**config.mk**
```make
export PLATFORM = sky130hd
export DESIGN_NAME = peripheral_uart_rx
export DESIGN_NICKNAME = d
export VERILOG_FILES = /design/src/rtl/peripheral_uart_rx.sv
export SDC_FILE = /design/constraint.sdc
export NUM_CORES = 1
export LEC_CHECK = 0
export ABC_AREA = 1
export BUFFER_PORTS_ARGS = -buffer_cell sky130_fd_sc_hd__buf_2
export CORE_ASPECT_RATIO = 0.8
export CORE_MARGIN = 10
export CORE_UTILIZATION = 30
export CTS_CLUSTER_DIAMETER = 40
export CTS_CLUSTER_SIZE = 10
export DETAILED_ROUTE_END_ITERATION = 8
export GPL_TIMING_DRIVEN = 0
export PLACE_DENSITY = 0.5
export SETUP_SLACK_MARGIN = 0.5
export SLEW_MARGIN = 20
export SYNTH_ARGS = -nofsm -noshare
export SYNTH_HDL_FRONTEND = slang
export SYNTH_SLANG_ARGS = --single-unit
```
**constraint.sdc**
```tcl
create_clock -name clk -period 1.7 [get_ports clk]
set_input_delay 0.255 -clock clk [delete_from_list [all_inputs] [get_ports clk]]
set_output_delay 0.255 -clock clk [all_outputs]
set_load 0.02 [all_outputs]
```
**src/rtl/peripheral_uart_rx.sv**
```systemverilog
// J1 I/O-bus UART receiver: 16x oversampled 8N1 (8E1 with UART_RX_PARITY_EN) deserialiser feeding a small byte FIFO.
// Latency: byte visible one clk after stop-bit sample; register reads return one clk after the rd cycle.
module peripheral_uart_rx #(
    parameter int CLK_HZ     = 50_000_000,
    parameter int BAUD       = 115200,
    parameter int FIFO_DEPTH = 4
) (
    input  logic        clk,
    input  logic        rst,
    input  logic [15:0] d_in,
    input  logic        cs,
    input  logic [3:0]  addr,
    input  logic        rd,
    input  logic        wr,
    output logic [15:0] d_out,
    input  logic        uart_rx,
    output logic        rx_irq
);
    localparam int DIV = CLK_HZ / (16 * BAUD);
    localparam int DW  = (DIV > 1) ? $clog2(DIV) : 1;
    localparam int AW  = (FIFO_DEPTH > 1) ? $clog2(FIFO_DEPTH) : 1;

    localparam logic [2:0] S_IDLE   = 3'd0;
    localparam logic [2:0] S_START  = 3'd1;
    localparam logic [2:0] S_DATA   = 3'd2;
    localparam logic [2:0] S_STOP   = 3'd3;
`ifdef UART_RX_PARITY_EN
    localparam logic [2:0] S_PARITY = 3'd4;
`endif

    logic          rx_meta, rx_s, rx_prev;
    logic [DW-1:0] div_cnt;
    logic          tick;
    logic [2:0]    state;
    logic [3:0]    scnt;
    logic [2:0]    bcnt;
    logic [7:0]    shreg;
    logic          byte_vld, frame_set, par_set;
    logic          frame_err, overrun, parity_err;

    logic [7:0]    mem [FIFO_DEPTH];
    logic [AW-1:0] wptr, rptr;
    logic [AW:0]   count;
    logic          full, avail, rd_acc, rd_acc_q, pop, push_ok, ovr_set, err_clr;
    logic          unused_d_in;

    assign unused_d_in = ^d_in[15:1];

    always_ff @(posedge clk or posedge rst) begin
        if (rst) begin
            rx_meta <= 1'b1;
            rx_s    <= 1'b1;
        end else begin
            rx_meta <= uart_rx;
            rx_s    <= rx_meta;
        end
    end

    always_ff @(posedge clk or posedge rst) begin
        if (rst) begin
            div_cnt <= '0;
        end else if (div_cnt == DW'(DIV - 1)) begin
            div_cnt <= '0;
        end else begin
            div_cnt <= div_cnt + 1'b1;
        end
    end

    assign tick = (div_cnt == DW'(DIV - 1));

    // rx_prev is tracked on every tick, so a break that ends in STOP leaves
    // rx_prev low and IDLE waits for the line to go high before re-arming.
    always_ff @(posedge clk or posedge rst) begin
        if (rst) begin
            state     <= S_IDLE;
            scnt      <= '0;
            bcnt      <= '0;
            shreg     <= '0;
            rx_prev   <= 1'b1;
            byte_vld  <= 1'b0;
            frame_set <= 1'b0;
            par_set   <= 1'b0;
        end else begin
            byte_vld  <= 1'b0;
            frame_set <= 1'b0;
            par_set   <= 1'b0;
            if (tick) begin
                rx_prev <= rx_s;
                case (state)
                    S_IDLE: begin
                        if (rx_prev && !rx_s) begin
                            scnt  <= '0;
                            state <= S_START;
                        end
                    end
                    S_START: begin
                        if (scnt == 4'd7) begin
                            scnt  <= '0;
                            bcnt  <= '0;
                            state <= rx_s ? S_IDLE : S_DATA;
                        end else begin
                            scnt <= scnt + 1'b1;
                        end
                    end
                    S_DATA: begin
                        scnt <= scnt + 1'b1;
                        if (scnt == 4'd15) begin
                            shreg <= {rx_s, shreg[7:1]};
                            bcnt  <= bcnt + 1'b1;
                            if (bcnt == 3'd7) begin
`ifdef UART_RX_PARITY_EN
                                state <= S_PARITY;
`else
                                state <= S_STOP;
`endif
                            end
                        end
                    end
`ifdef UART_RX_PARITY_EN
                    S_PARITY: begin
                        scnt <= scnt + 1'b1;
                        if (scnt == 4'd15) begin
                            par_set <= (rx_s != ^shreg);
                            state   <= S_STOP;
                        end
                    end
`endif
                    S_STOP: begin
                        scnt <= scnt + 1'b1;
                        if (scnt == 4'd15) begin
                            byte_vld  <= rx_s;
                            frame_set <= !rx_s;
                            state     <= S_IDLE;
                        end
                    end
                    default: state <= S_IDLE;
                endcase
            end
        end
    end

    assign full    = (count == (AW+1)'(FIFO_DEPTH));
    assign avail   = (count != '0);
    assign rd_acc  = cs && rd && (addr == 4'd2);
    assign pop     = rd_acc && !rd_acc_q && avail;
    assign push_ok = byte_vld && (!full || pop);
    assign ovr_set = byte_vld && !push_ok;
    assign err_clr = cs && wr && (addr == 4'd4) && d_in[0];
    assign rx_irq  = avail;

    always_ff @(posedge clk) begin
        if (push_ok) begin
            mem[wptr] <= shreg;
        end
    end

    always_ff @(posedge clk or posedge rst) begin
        if (rst) begin
            wptr     <= '0;
            rptr     <= '0;
            count    <= '0;
            rd_acc_q <= 1'b0;
        end else begin
            rd_acc_q <= rd_acc;
            if (push_ok) begin
                wptr <= wptr + 1'b1;
            end
            if (pop) begin
                rptr <= rptr + 1'b1;
            end
            case ({push_ok, pop})
                2'b10:   count <= count + 1'b1;
                2'b01:   count <= count - 1'b1;
                default: count <= count;
            endcase
        end
    end

    // Set has priority over a same-cycle clear so no error event is lost.
    always_ff @(posedge clk or posedge rst) begin
        if (rst) begin
            frame_err <= 1'b0;
            overrun   <= 1'b0;
        end else begin
            frame_err <= frame_set ? 1'b1 : (err_clr ? 1'b0 : frame_err);
            overrun   <= ovr_set   ? 1'b1 : (err_clr ? 1'b0 : overrun);
        end
    end

`ifdef UART_RX_PARITY_EN
    always_ff @(posedge clk or posedge rst) begin
        if (rst) begin
            parity_err <= 1'b0;
        end else begin
            parity_err <= par_set ? 1'b1 : (err_clr ? 1'b0 : parity_err);
        end
    end
`else
    assign parity_err = 1'b0;
    logic unused_par;
    assign unused_par = par_set;
`endif

    always_ff @(posedge clk or posedge rst) begin
        if (rst) begin
            d_out <= '0;
        end else if (cs && rd && addr == 4'd0) begin
            d_out <= {11'b0, parity_err, overrun, frame_err, full, avail};
        end else if (rd_acc && avail) begin
            d_out <= {8'b0, mem[rptr]};
        end else begin
            d_out <= '0;
        end
    end
endmodule

```
==> results of run 1 <==
## critical path, delay by kind of cell (launching register included)
family | cells | cell delay [ns]
flip-flops | 1 | 0.36
AND/OR/NAND/NOR | 5 | 0.73
buffers and inverters | 2 | 0.20
## metrics by stage
| stage | utilization (%) | hold WS (ns) | TNS [ns] |
|---|---|---|---|
| 5_1_grt | 43.5 | 0.00526 | 0 |
| 3_3_place_gp | 34.1 | 0.347 | -9.28 |
| 3_5_place_dp | 34.1 | 0.349 | -11.45 |
| 2_1_floorplan | - | 0.259 | 0 |
| 4_1_cts | 40.9 | 0.00482 | 0 |
| 6_report | 43.5 | 0.0173 | 0 |
## per-layer routing
| layer | GRT usage, % | vias up | wire, µm |
|---|---|---|---|
| met5 | 0 | - | 0 |
| li1 | - | 1175 | - |
| met2 | 13.9 | 46 | 3360 |
| met1 | 12.0 | 1145 | 3440 |
| met3 | 3.65 | 8 | 322 |
| met4 | 3.51 | 0 | 83 |
## state kept, by name, indices dropped and copies added (netlist names), 2 cells and up
name	cells
scnt	4
mem	32
rptr	2
count	3
shreg	8
state	2
bcnt	3
wptr	2
div_cnt	5
d_out	8
## logic make-up after synthesis
kind of cell    share of synthesized area, %
xor+xnor                                1.30
buf+inv                                 6.82
simple gates                            15.9
flops                                   62.3
other cells                            0.112
compound gates                          7.23
fa+ha+maj                               3.95
mux                                     2.35
## path summary, 6_finish.rpt
check,from,end,slack [ns],cells past startpoint
worst max-delay path,count[0],mem[0][0],0.13,7
worst min-delay path,uart_rx,rx_meta,0.02,1
worst max register to register,count[0],mem[0][0],0.13,7
worst min register to register,rx_meta,rx_s,0.36,0
max in group asynchronous,rst,rptr[0],0.80,4
min in group asynchronous,rst,div_cnt[1],0.44,3
## layout make-up
| class | count | area [µm²] | area share [%] |
|---|---|---|---|
| flip-flops and latches | 77 | 2090 | 44.2 |
| multi-input cells | 189 | 1320 | 27.9 |
| repair buffers | 61 | 546 | 11.5 |
| clock buffers | 10 | 229 | 4.84 |
| well taps | 144 | 180 | 3.81 |
| inverters | 38 | 170 | 3.60 |
| plain buffers | 14 | 128 | 2.70 |
| clock inverters | 6 | 70.1 | 1.48 |
## report_power, final
part | internal, W | switching, W | total [W]
clock network | 0.00115 | 0.000756 | 0.00190
registers | 0.00200 | 0.0000384 | 0.00204
logic | 0.000570 | 0.000639 | 0.00121
## placed cells by master, fill, tap and decap left out, types with 8 or more instances in the layout
| cell type | netlist | routed |
|---|---|---|
| nand3_1 | 20 | 20 |
| inv_1 | 37 | 26 |
| buf_6 | 0 | 11 |
| nand2_1 | 39 | 30 |
| inv_2 | 1 | 8 |
| edfxtp_1 | 32 | 32 |
| o21ai_0 | 25 | 14 |
| buf_12 | 0 | 8 |
| nor2_1 | 36 | 27 |
| nor2_4 | 2 | 9 |
| buf_4 | 8 | 34 |
| buf_2 | 3 | 19 |
| conb_1 | 1 | 8 |
| dfrtp_1 | 42 | 41 |
| clkbuf_16 | 0 | 9 |
## synthesized netlist by cell type, drive strengths merged (5+ instances only)
| cell type | count |
|---|---|
| inv | 38 |
| dfrtp | 42 |
| mux2 | 7 |
| nor2 | 38 |
| nand2 | 41 |
| o21ai | 29 |
| nand3 | 22 |
| ha | 9 |
| buf | 11 |
| a21oi | 12 |
| edfxtp | 32 |
| xor2 | 5 |
## repair_timing
| item | 4_1_cts | 5_1_grt |
|---|---|---|
| endpoints found under the setup margin | 74 | 74 |
| hold endpoints to repair | 0 | 10 |
| gates resized for setup | 49 | 39 |
| buffers inserted | 26 | 13 |
| pin swaps | 18 | 14 |
| cloned | 0 | 2 |
| hold buffers | 0 | 1 |
==> summary.txt, run 1 <==
Detailed routing
  – Antenna Nets Post-Route: 0
  – DRT Pass-1 Iters: 4
  – Via density: 4.40
  – Vias post-DR: 2374
  – DRC viols: 0
  – Drt total wl: 7.21 mm
  – Initial DRC count: 79
  – Mean routed wirelength per cell: 13.4 µm

Place
  – PortBufs: 19
  – Placed Area: 3710 µm²
  – Placed cells: 480
  – RePlAce Congestion: 0.762
  – Dpl ws: -0.367 ns
  – HPWL Detailed: 4.37 mm

STA
  – Min Tclk post-route: 1.57 ns
  – Final Hold Fails: 0
  – Slew Limit Fails: 0
  – Final setup vio count: 0
  – RSZ-0062 raised after global routing: true
  – Worst Max-Slew Pin Slew: 0.570 ns
  – Setup ws final: 0.129 ns
  – Clock skew: 0.00589 ns
  – Slew headroom: 61.7%
  – Tcrit/Tclk final: 92.4%
  – FMAX: 637 MHz

Clock tree
  – # clock sinks: 77
  – Clock root buffer master: clkbuf_16
  – Clk slew on worst S/H paths: 0.06 ns
  – Num CTS Buffers: 9
  – Worst-skew pair later-pin latency: 0.33 ns
  – Clock buffer depth: 2
  – H-tree Lvls: 3
  – CTS tree: built

Global routing
  – Initial antenna violation count: 0
  – GRT Total Usage: 9.34%
  – Largest net degree at the start of global routing: 46
  – Number of global-route vias before repair: 2315
  – First-pass GRT wire length: 11.9 mm
  – Total gr overflow: 0

Finish
  – Number of inserted diodes: 0
  – Final net count: 426
  – Layout Cells excl Fill: 539
  – Area delta synth->final: 41.1%
  – Share of layout cells above drive strength 1: 40.8%
  – Final non-filler cell area: 4730 µm²
  – Fill cell count: 1040

Setup path
  – Cell mode on critical path: nand4_1
  – Arr. time, crit path: 1.62 ns
  – Critical path type: reg -> reg
  – Req. time, crit path: 1.75 ns
  – Largest stage delay, worst path: 0.36 ns
  – Worst setup SP type: register
  – Critical path cell sequence: inv_2, nand3_4, nand4_1, nand4_1, nand2_4, nor2_4, buf_12
  – CP max-delay cell: dfrtp_1
  – CP max FO: 7
  – Critical path capture point type: register

Synthesis
  – Flip-flop and latch count after synthesis: 77
  – Syn_area_per_cell: 10.8 µm²
  – Cell Area, Synth: 3360 µm²
  – Synth Instances: 310
  – Syn. warnings: 0
  – Synth cell types: 33
  – Top-area cell type share of the netlist area: 31.3%
  – Number of synthesized flops with an enable pin: 32
  – Cell taking the most area after synthesis: dfrtp_1
  – Main synth FF type: dfrtp_1
  – Ranking of synthesized cells by area: dfrtp_1 (31%), edfxtp_1 (29%), nand2_1 (4.4%), inv_1 (4.1%), nor2_1 (4.0%)
  – Asr flop ratio synth: 58.4%
  – Sequential share of the synthesized area: 62.3%

Floorplan
  – Core Rows: 34
  – # IOs: 43
  – Die Wd: 138 µm
  – Core area: 10900 µm²
  – Die Area: 15800 µm²
  – Starting Density: 30.8%
  – Die Ht: 115 µm

Power and ir drop
  – Leakage: 2.16 nW
  – Peak VDD IR: 0.443 mV
  – Power per Cell Area: 1090 nW/µm²
  – Total power: 0.00515 W

Run status
  – Status: finished, final reports clean

Min path
  – HP Class: in -> reg

Run
  – Max Cap Viol: 0
Note: power is estimated with default switching activity, not from simulation.
==> run 2, diff against run 1 <==
--- a/config.mk
+++ b/config.mk
@@ -6,7 +6,7 @@
 export NUM_CORES = 1
 export LEC_CHECK = 0
 export ABC_AREA = 1
-export BUFFER_PORTS_ARGS = -buffer_cell sky130_fd_sc_hd__buf_2
+export BUFFER_PORTS_ARGS = -buffer_cell sky130_fd_sc_hd__buf_4
 export CORE_ASPECT_RATIO = 0.8
 export CORE_MARGIN = 10
 export CORE_UTILIZATION = 30
==> run 2 against run 1 <==
Compared with the run above:
- hold slack better by 0.013 ns
- cell count is 0.19% higher
- cell area is 3.0% higher
- register-to-register slack better by 0.02 ns
- combinational power hardly changed
- routed wire length is 2.7% lower
- count of clock-buffer cells in the layout stayed put
- critical path type unchanged
- largest cell class unchanged
- largest power group unchanged
==> summary.txt, run 2 (synthesis results as in run 1) <==
Power and ir drop
  – Leakage: 2.16 nW (about the same)
  – Reg power frac: 39.7% (was 39.6%)
  – Peak VDD IR: 0.540 mV (was 0.443 mV)
  – Internal: 0.00368 W (was 0.00371 W)
  – Power per Cell Area: 1060 nW/µm² (was 1090 nW/µm²)
  – P_sw: 0.00147 W (was 0.00143 W)
  – Net Sw Frac: 28.6% (was 27.8%)
  – Comb power frac: 23.3% (was 23.5%)
  – Clock share of power: 37.1% (was 37.0%)

STA
  – Worst Max-Slew Pin Slew: 0.703 ns (was 0.570 ns)
  – Final Hold Fails: 0 (unchanged)
  – Slew headroom: 53.0% (was 61.7%)
  – FMAX: 644 MHz (was 637 MHz)
  – Min Tclk post-route: 1.55 ns (was 1.57 ns)
  – RSZ-0062 raised after global routing: true (unchanged)
  – Setup TNS: 0 ns (unchanged)
  – Slew Limit Fails: 0 (unchanged)
  – Tcrit/Tclk final: 91.4% (was 92.4%)
  – Clock skew: 0.00365 ns (was 0.00589 ns)
  – Final setup vio count: 0 (unchanged)

Detailed routing
  – Initial DRC count: 84 (was 79)
  – Drt total wl: 7.01 mm (was 7.21 mm)
  – DRT Pass-1 Iters: 4 (unchanged)
  – Antenna Nets Post-Route: 0 (unchanged)
  – Mean routed wirelength per cell: 13.0 µm (was 13.4 µm)
  – Via density: 4.42 (was 4.40)
  – DRC viols: 0 (unchanged)
  – Vias post-DR: 2387 (was 2374)

Run status
  – Status: finished, final reports clean (unchanged)

Setup path
  – Critical path capture point type: register (unchanged)
  – CP bufs+invs: 2 (unchanged)
  – Arr. time, crit path: 1.60 ns (was 1.62 ns)
  – Largest stage delay, worst path: 0.38 ns (was 0.36 ns)
  – Worst setup SP type: register (unchanged)
  – Cell mode on critical path: nand4_1 (unchanged)
  – Critical path cell sequence: inv_2, nand3_4, nand4_1, nand4_1, nand2_4, nor2_4, buf_12 (unchanged)
  – CP max FO: 8 (was 7)
  – Req. time, crit path: 1.75 ns (about the same)
  – Critical path type: reg -> reg (unchanged)
  – Flop-to-flop setup slack: 0.15 ns (was 0.13 ns)
  – Largest delay contributor family on the critical path: simple AND/OR/NAND/NOR gates (unchanged)
  – CP max-delay cell: dfrtp_1 (unchanged)

Finish
  – Final net count: 427 (was 426)
  – Layout Cells excl Fill: 540 (was 539)
  – Largest register FFs: 32 (unchanged)
  – Share of layout cells above drive strength 1: 44.7% (was 40.8%)
  – Largest Register: mem (unchanged)
  – Number of inserted diodes: 0 (unchanged)
  – Area delta synth->final: 45.3% (was 41.1%)
  – Fill cell count: 1016 (was 1040)
  – Commonest non-fill, non-tap cell in the layout: buf_4 (was dfrtp_1)
  – Commonest non-fill, non-tap cells in the layout: buf_4 (49), dfrtp_1 (41), edfxtp_1 (32) (was dfrtp_1 (41), buf_4 (34), edfxtp_1 (32))
  – Register area: 2090 µm² (unchanged)
  – Area taken by multi-input logic gates: 1370 µm² (was 1320 µm²)
  – Largest regs: mem (32), d_out (8), shreg (8) (unchanged)
  – Final core utilization: 44.8% (was 43.5%)

Clock tree
  – Worst-skew pair later-pin latency: 0.33 ns (about the same)
  – # clock sinks: 77 (unchanged)
  – Clock root buffer master: clkbuf_16 (unchanged)
  – H-tree Lvls: 3 (unchanged)
  – Num CTS Buffers: 9 (unchanged)
  – Clk slew on worst S/H paths: 0.06 ns (about the same)
  – Clock buffer depth: 2 (unchanged)
  – CTS tree: built (unchanged)

Floorplan
  – Die Ht: 115 µm (unchanged)
  – Starting Density: 30.8% (unchanged)
  – Die Wd: 138 µm (unchanged)
  – Core Rows: 34 (unchanged)
  – Die Area: 15800 µm² (unchanged)
  – # IOs: 43 (unchanged)
  – Core area: 10900 µm² (unchanged)

Place
  – RePlAce Congestion: 0.743 (was 0.762)
  – Placed cells: 480 (unchanged)
  – HPWL Detailed: 4.29 mm (was 4.37 mm)
  – PortBufs: 19 (unchanged)

Global routing
  – GRT Total Usage: 8.55% (was 9.34%)
  – Total gr overflow: 0 (unchanged)
  – First-pass GRT wire length: 10.9 mm (was 11.9 mm)
  – Number of global-route vias before repair: 2174 (was 2315)
  – Largest net degree at the start of global routing: 46 (unchanged)
  – Initial antenna violation count: 0 (unchanged)

Min path
  – HP Class: in -> async (was in -> reg)

Run
  – Max Cap Viol: 0 (unchanged)
run 2: cell count changes in the layout (fill, tap and decap cells not counted), moves of 3 or more:
cell	before	now
o21ai_2	7	11
nand3_2	1	5
nand3_1	20	14
o21ai_1	7	12
buf_4	34	49
nor2_2	2	5
o21ai_0	14	6
buf_2	19	3
run 2: area by class of cell:
type | count | share of cell area (%)
flip-flops and latches | 77 | 42.9
multi-input cells | 189 | 28.1
inverters | 38 | 3.41
repair buffers | 62 | 13.1
clock inverters | 6 | 1.46
plain buffers | 14 | 2.57
well taps | 144 | 3.70
clock buffers | 10 | 4.70
run 2: final timing paths:
kind                           from    endpoint  depth (start not counted)
max                        count[2]   mem[2][4]                          7
min                             rst  div_cnt[4]                          2
max reg2reg                count[2]   mem[2][4]                          7
min reg2reg                 rx_meta        rx_s                          0
max in group asynchronous       rst    d_out[7]                          3
min in group clk            uart_rx     rx_meta                          1
run 2: power groups by stage:
| stage | clock network (W) | registers [W] | logic (W) |
|---|---|---|---|
| after global routing | 0.00203 | 0.00205 | 0.00132 |
| after global placement | 0 | 0.00207 | 0.000786 |
| final | 0.00191 | 0.00205 | 0.00120 |
| after CTS | 0.00197 | 0.00203 | 0.00101 |
| after floorplan | 0 | 0.00207 | 0.000592 |
| after detailed placement | 0 | 0.00207 | 0.000791 |
run 2: timing repair:
item,4_1_cts,5_1_grt
setup buffers,23,17
hold buffers,0,0
cloned,1,2
setup endpoints to repair,73,74
pin swaps,18,13
gates resized for setup,44,68
run 2: per-layer routing:
layer  vias to the layer above  GRT usage, %  routed length [µm]
met5                         -             0                   0
met4                         0          2.73                  72
met3                         6          3.36                 467
met2                        57          12.9                3290
met1                      1137          11.0                3180
li1                       1187             -                   -
run 2: worst register-to-register path, stage by stage, from the launching register on:
cell,delay (ns)
dfrtp_1,0.38
inv_2,0.06
nand3_4,0.08
nand4_1,0.14
nand4_1,0.20
nand2_4,0.14
nor2_4,0.15
buf_12,0.13
run 2: stage by stage:
stage / hold WS, ns / worst slack, ns / instance area (µm²) / total power [W]
final: 0.0306 / 0.146 / 4880 / 0.00516
after global routing: 0.0259 / 0.0396 / 4880 / 0.00540
after CTS: 0.0197 / 0.167 / 4460 / 0.00502
after detailed placement: 0.348 / -0.310 / 3760 / 0.00286
after global placement: 0.347 / -0.302 / 3760 / 0.00285
after floorplan: 0.259 / 0.0834 / 3440 / 0.00266
==> run 3, diff against run 2 <==
--- a/config.mk
+++ b/config.mk
@@ -5,7 +5,7 @@
 export SDC_FILE = /design/constraint.sdc
 export NUM_CORES = 1
 export LEC_CHECK = 0
-export ABC_AREA = 1
+export ABC_AREA = 0
 export BUFFER_PORTS_ARGS = -buffer_cell sky130_fd_sc_hd__buf_4
 export CORE_ASPECT_RATIO = 0.8
 export CORE_MARGIN = 10
@@ -14,7 +14,7 @@
 export CTS_CLUSTER_SIZE = 10
 export DETAILED_ROUTE_END_ITERATION = 8
 export GPL_TIMING_DRIVEN = 0
-export PLACE_DENSITY = 0.5
+export PLACE_DENSITY = 0.49
 export SETUP_SLACK_MARGIN = 0.5
 export SLEW_MARGIN = 20
 export SYNTH_ARGS = -nofsm -noshare
==> run 3 against run 2 <==
Compared with the run above:
- the flow now finishes with violations (setup timing)
- total power decreased by 8.4%
- setup slack got worse by 0.30 ns
- hold slack improved by 0.0015 ns
- routed wire length decreased by 3.5%
- non-clock buffer count unchanged
- critical path type unchanged
- highest routed layer unchanged
==> summary.txt, run 3 <==
Run status
  – Status: complete, but fails checks (was finished, final reports clean)
  – Failing checks: setup timing

Synthesis
  – Synth Instances: 246 (was 310)
  – Flip-flop and latch count after synthesis: 77 (unchanged)
  – Synth Area in Simple Gates: 13.9% (was 15.9%)
  – Syn_area_per_cell: 13.8 µm² (was 10.8 µm²)
  – Main synth FF type: dfrtp_1 (unchanged)
  – Asr flop ratio synth: 58.4% (unchanged)
  – Combinational family with the most area after synthesis: simple AND/OR/NAND/NOR gates (unchanged)
  – Ranking of synthesized cells by area: dfrtp_1 (31%), edfxtp_1 (28%), mux4_2 (5.3%), ha_1 (3.3%), mux2_2 (3.3%) (was dfrtp_1 (31%), edfxtp_1 (29%), nand2_1 (4.4%), inv_1 (4.1%), nor2_1 (4.0%))
  – Cell Area, Synth: 3400 µm² (was 3360 µm²)
  – Multiplexer area fraction after synthesis: 10.1% (was 2.35%)
  – Compound-Gate Fraction of Synth Area: 4.52% (was 7.23%)
  – Sequential share of the synthesized area: 61.5% (was 62.3%)
  – Top-area cell type share of the netlist area: 30.9% (was 31.3%)
  – Commonest cells post-synth: dfrtp_1 (42), edfxtp_1 (32), nor2_1 (16) (was dfrtp_1 (42), nand2_1 (39), inv_1 (37))
  – Number of synthesized flops with an enable pin: 32 (unchanged)
  – Cell with the most instances after synthesis: dfrtp_1 (unchanged)
  – Adder-cell share of the synthesized area: 3.90% (was 3.95%)
  – Synth cell types: 49 (was 33)
  – Syn. warnings: 0 (unchanged)
  – Synth Area in XOR/XNOR: 2.02% (was 1.30%)
  – Cell taking the most area after synthesis: dfrtp_1 (unchanged)

Global routing
  – Total gr overflow: 0 (unchanged)
  – Initial antenna violation count: 0 (unchanged)
  – GRT Total Usage: 8.56% (was 8.55%)
  – Largest net degree at the start of global routing: 46 (unchanged)
  – First-pass GRT wire length: 11.0 mm (was 10.9 mm)
  – Number of global-route vias before repair: 2129 (was 2174)

Power and ir drop
  – Leakage: 2.06 nW (was 2.16 nW)
  – Power per Cell Area: 989 nW/µm² (was 1060 nW/µm²)
  – P_sw: 0.00104 W (was 0.00147 W)
  – Internal: 0.00369 W (was 0.00368 W)
  – Peak VDD IR: 0.562 mV (was 0.540 mV)
  – Comb power frac: 15.0% (was 23.3%)
  – Clock share of power: 42.5% (was 37.1%)
  – Reg power frac: 42.5% (was 39.7%)
  – Net Sw Frac: 22.0% (was 28.6%)

Clock tree
  – Worst-skew pair later-pin latency: 0.33 ns (about the same)
  – CTS tree: built (unchanged)
  – Clk slew on worst S/H paths: 0.06 ns (about the same)
  – # clock sinks: 77 (unchanged)
  – H-tree Lvls: 3 (unchanged)
  – Num CTS Buffers: 9 (unchanged)
  – Clock root buffer master: clkbuf_16 (unchanged)
  – Clock buffer depth: 2 (unchanged)

Setup path
  – CP bufs+invs: 2 (unchanged)
  – Critical path cell sequence: buf_4, buf_4, or3b_4, a32o_2, xnor2_2, mux2i_1 (was inv_2, nand3_4, nand4_1, nand4_1, nand2_4, nor2_4, buf_12)
  – CP max-delay cell: dfrtp_1 (unchanged)
  – Cell mode on critical path: buf_4 (was nand4_1)
  – Largest delay contributor family on the critical path: flip-flops (was simple AND/OR/NAND/NOR gates)
  – CP max FO: 6 (was 8)
  – Req. time, crit path: 1.95 ns (was 1.75 ns)
  – Worst setup SP type: register (unchanged)
  – Arr. time, crit path: 2.11 ns (was 1.60 ns)
  – Largest stage delay, worst path: 0.38 ns (about the same)
  – Critical path type: reg -> reg (unchanged)
  – Critical path capture point type: register (unchanged)

Finish
  – Area delta synth->final: 40.3% (was 45.3%)
  – Largest register FFs: 32 (unchanged)
  – Commonest non-fill, non-tap cell in the layout: buf_4 (unchanged)
  – Commonest non-fill, non-tap cells in the layout: buf_4 (42), dfrtp_1 (41), edfxtp_1 (32) (was buf_4 (49), dfrtp_1 (41), edfxtp_1 (32))
  – Largest regs: mem (32), d_out (8), shreg (8) (unchanged)
  – Largest Register: mem (unchanged)
  – Final core utilization: 43.5% (was 44.8%)
  – Share of layout cells above drive strength 1: 48.9% (was 44.7%)
  – Number of inserted diodes: 0 (unchanged)
  – Final net count: 360 (was 427)

STA
  – Clock skew: 0.00574 ns (was 0.00365 ns)
  – Setup ws final: -0.158 ns (was 0.146 ns)
  – Slew headroom: 58.7% (was 53.0%)
  – WHS: 0.0321 ns (was 0.0306 ns)
  – Worst Max-Slew Pin Slew: 0.619 ns (was 0.703 ns)
  – Slew Limit Fails: 0 (unchanged)
  – FMAX: 538 MHz (was 644 MHz)
  – Final Hold Fails: 0 (unchanged)
  – Tcrit/Tclk final: 109% (was 91.4%)
  – RSZ-0062 raised after global routing: true (unchanged)
  – Min Tclk post-route: 1.86 ns (was 1.55 ns)
  – Final setup vio count: 49 (was 0)

Detailed routing
  – DRT Pass-1 Iters: 4 (unchanged)
  – Initial DRC count: 72 (was 84)
  – Drt total wl: 6.77 mm (was 7.01 mm)
  – Via density: 4.37 (was 4.42)
  – Vias post-DR: 2067 (was 2387)
  – Mean routed wirelength per cell: 14.3 µm (was 13.0 µm)
  – DRC viols: 0 (unchanged)
  – Antenna Nets Post-Route: 0 (unchanged)

Floorplan
  – # IOs: 43 (unchanged)
  – Starting Density: 31.0% (was 30.8%)
  – Core area: 11000 µm² (was 10900 µm²)
  – Die Wd: 139 µm (was 138 µm)
  – Core Rows: 34 (unchanged)
  – Die Ht: 115 µm (about the same)
  – Die Area: 16000 µm² (was 15800 µm²)

Place
  – RePlAce Congestion: 0.712 (was 0.743)
  – HPWL Detailed: 4.23 mm (was 4.29 mm)
  – PortBufs: 19 (unchanged)

Min path
  – HP Class: in -> reg (was in -> async)

Run
  – Max Cap Viol: 0 (unchanged)
run 3: changes by cell type in the layout (fill, tap and decap cells not counted), moves of 8 or more:
cell     delta
nand2_1    -20
buf_6      +18
inv_1      -17
nor2_1     -16
mux2_4     +10
nand3_1    -10
nor2b_1    +10
o21ai_1    -10
buf_12      -9
o21ai_2     -9
mux4_2      +8
run 3: cell type report:
cell class	instances	area, µm²
clock inverter	4	71.3
buffer	16	124
tap	144	180
clock buffer	12	246
timing repair buffer	60	559
multi-input combinational	150	1460
inverter	10	41.3
fill	1010	6200
sequential	77	2090
run 3: per-layer routing:
| layer | vias up | track usage (%) | routed length (µm) |
|---|---|---|---|
| met5 | - | 0 | 0 |
| met3 | 10 | 3.58 | 315 |
| met4 | 0 | 2.91 | 70 |
| li1 | 1019 | - | - |
| met2 | 34 | 13.0 | 3140 |
| met1 | 1004 | 10.8 | 3250 |
run 3: stage by stage:
stage / setup WS, ns / cell area, µm² / cells / TNS (ns) / total power [W]
after floorplan: -0.213 / 3520 / 253 / -0.879 / 0.00240
after global placement: -0.533 / 3840 / 416 / -3.08 / 0.00250
after detailed placement: -0.579 / 3840 / 416 / -3.55 / 0.00251
after CTS: -0.145 / 4400 / 450 / -1.14 / 0.00469
after global routing: -0.228 / 4770 / 473 / -7.18 / 0.00494
final: -0.158 / 4770 / 473 / -4.18 / 0.00472
run 3: logic make-up after synthesis:
logic type                 after synthesis
buffers and inverters                   26
DFF                                     77
other                                    1
xor gates and xnor gates                 7
adders and majority gates               10
muxes                                   23
AOI/OAI and AO/OA                       24
and+or+nand+nor                         78
run 3: worst paths after layout:
kind                            end  cells after the start  slack [ns]      from
setup / recovery           count[1]                      6       -0.16  count[0]
max in group asynchronous   rx_meta                      4        0.68       rst
min in group asynchronous  count[1]                      3        0.48       rst
hold reg to reg                rx_s                      0        0.35   rx_meta
setup reg to reg           count[1]                      6       -0.16  count[0]
hold / removal              rx_meta                      1        0.03   uart_rx
run 3: timing repair:
action | CTS | global route
hold buffers | 0 | 1
pin swaps | 18 | 9
gates resized for setup | 31 | 47
endpoints found under the hold margin | 0 | 16
endpoints found under the setup margin | 72 | 74
gates cloned | 1 | 0
setup buffers | 17 | 21
run 3: power groups by stage:
| stage | sequential [W] | combinational [W] | clock (W) |
|---|---|---|---|
| after detailed placement | 0.00205 | 0.000464 | 0 |
| after global routing | 0.00201 | 0.000773 | 0.00216 |
| after floorplan | 0.00204 | 0.000359 | 0 |
| final | 0.00201 | 0.000708 | 0.00201 |
| after global placement | 0.00205 | 0.000453 | 0 |
| after CTS | 0.00200 | 0.000616 | 0.00207 |
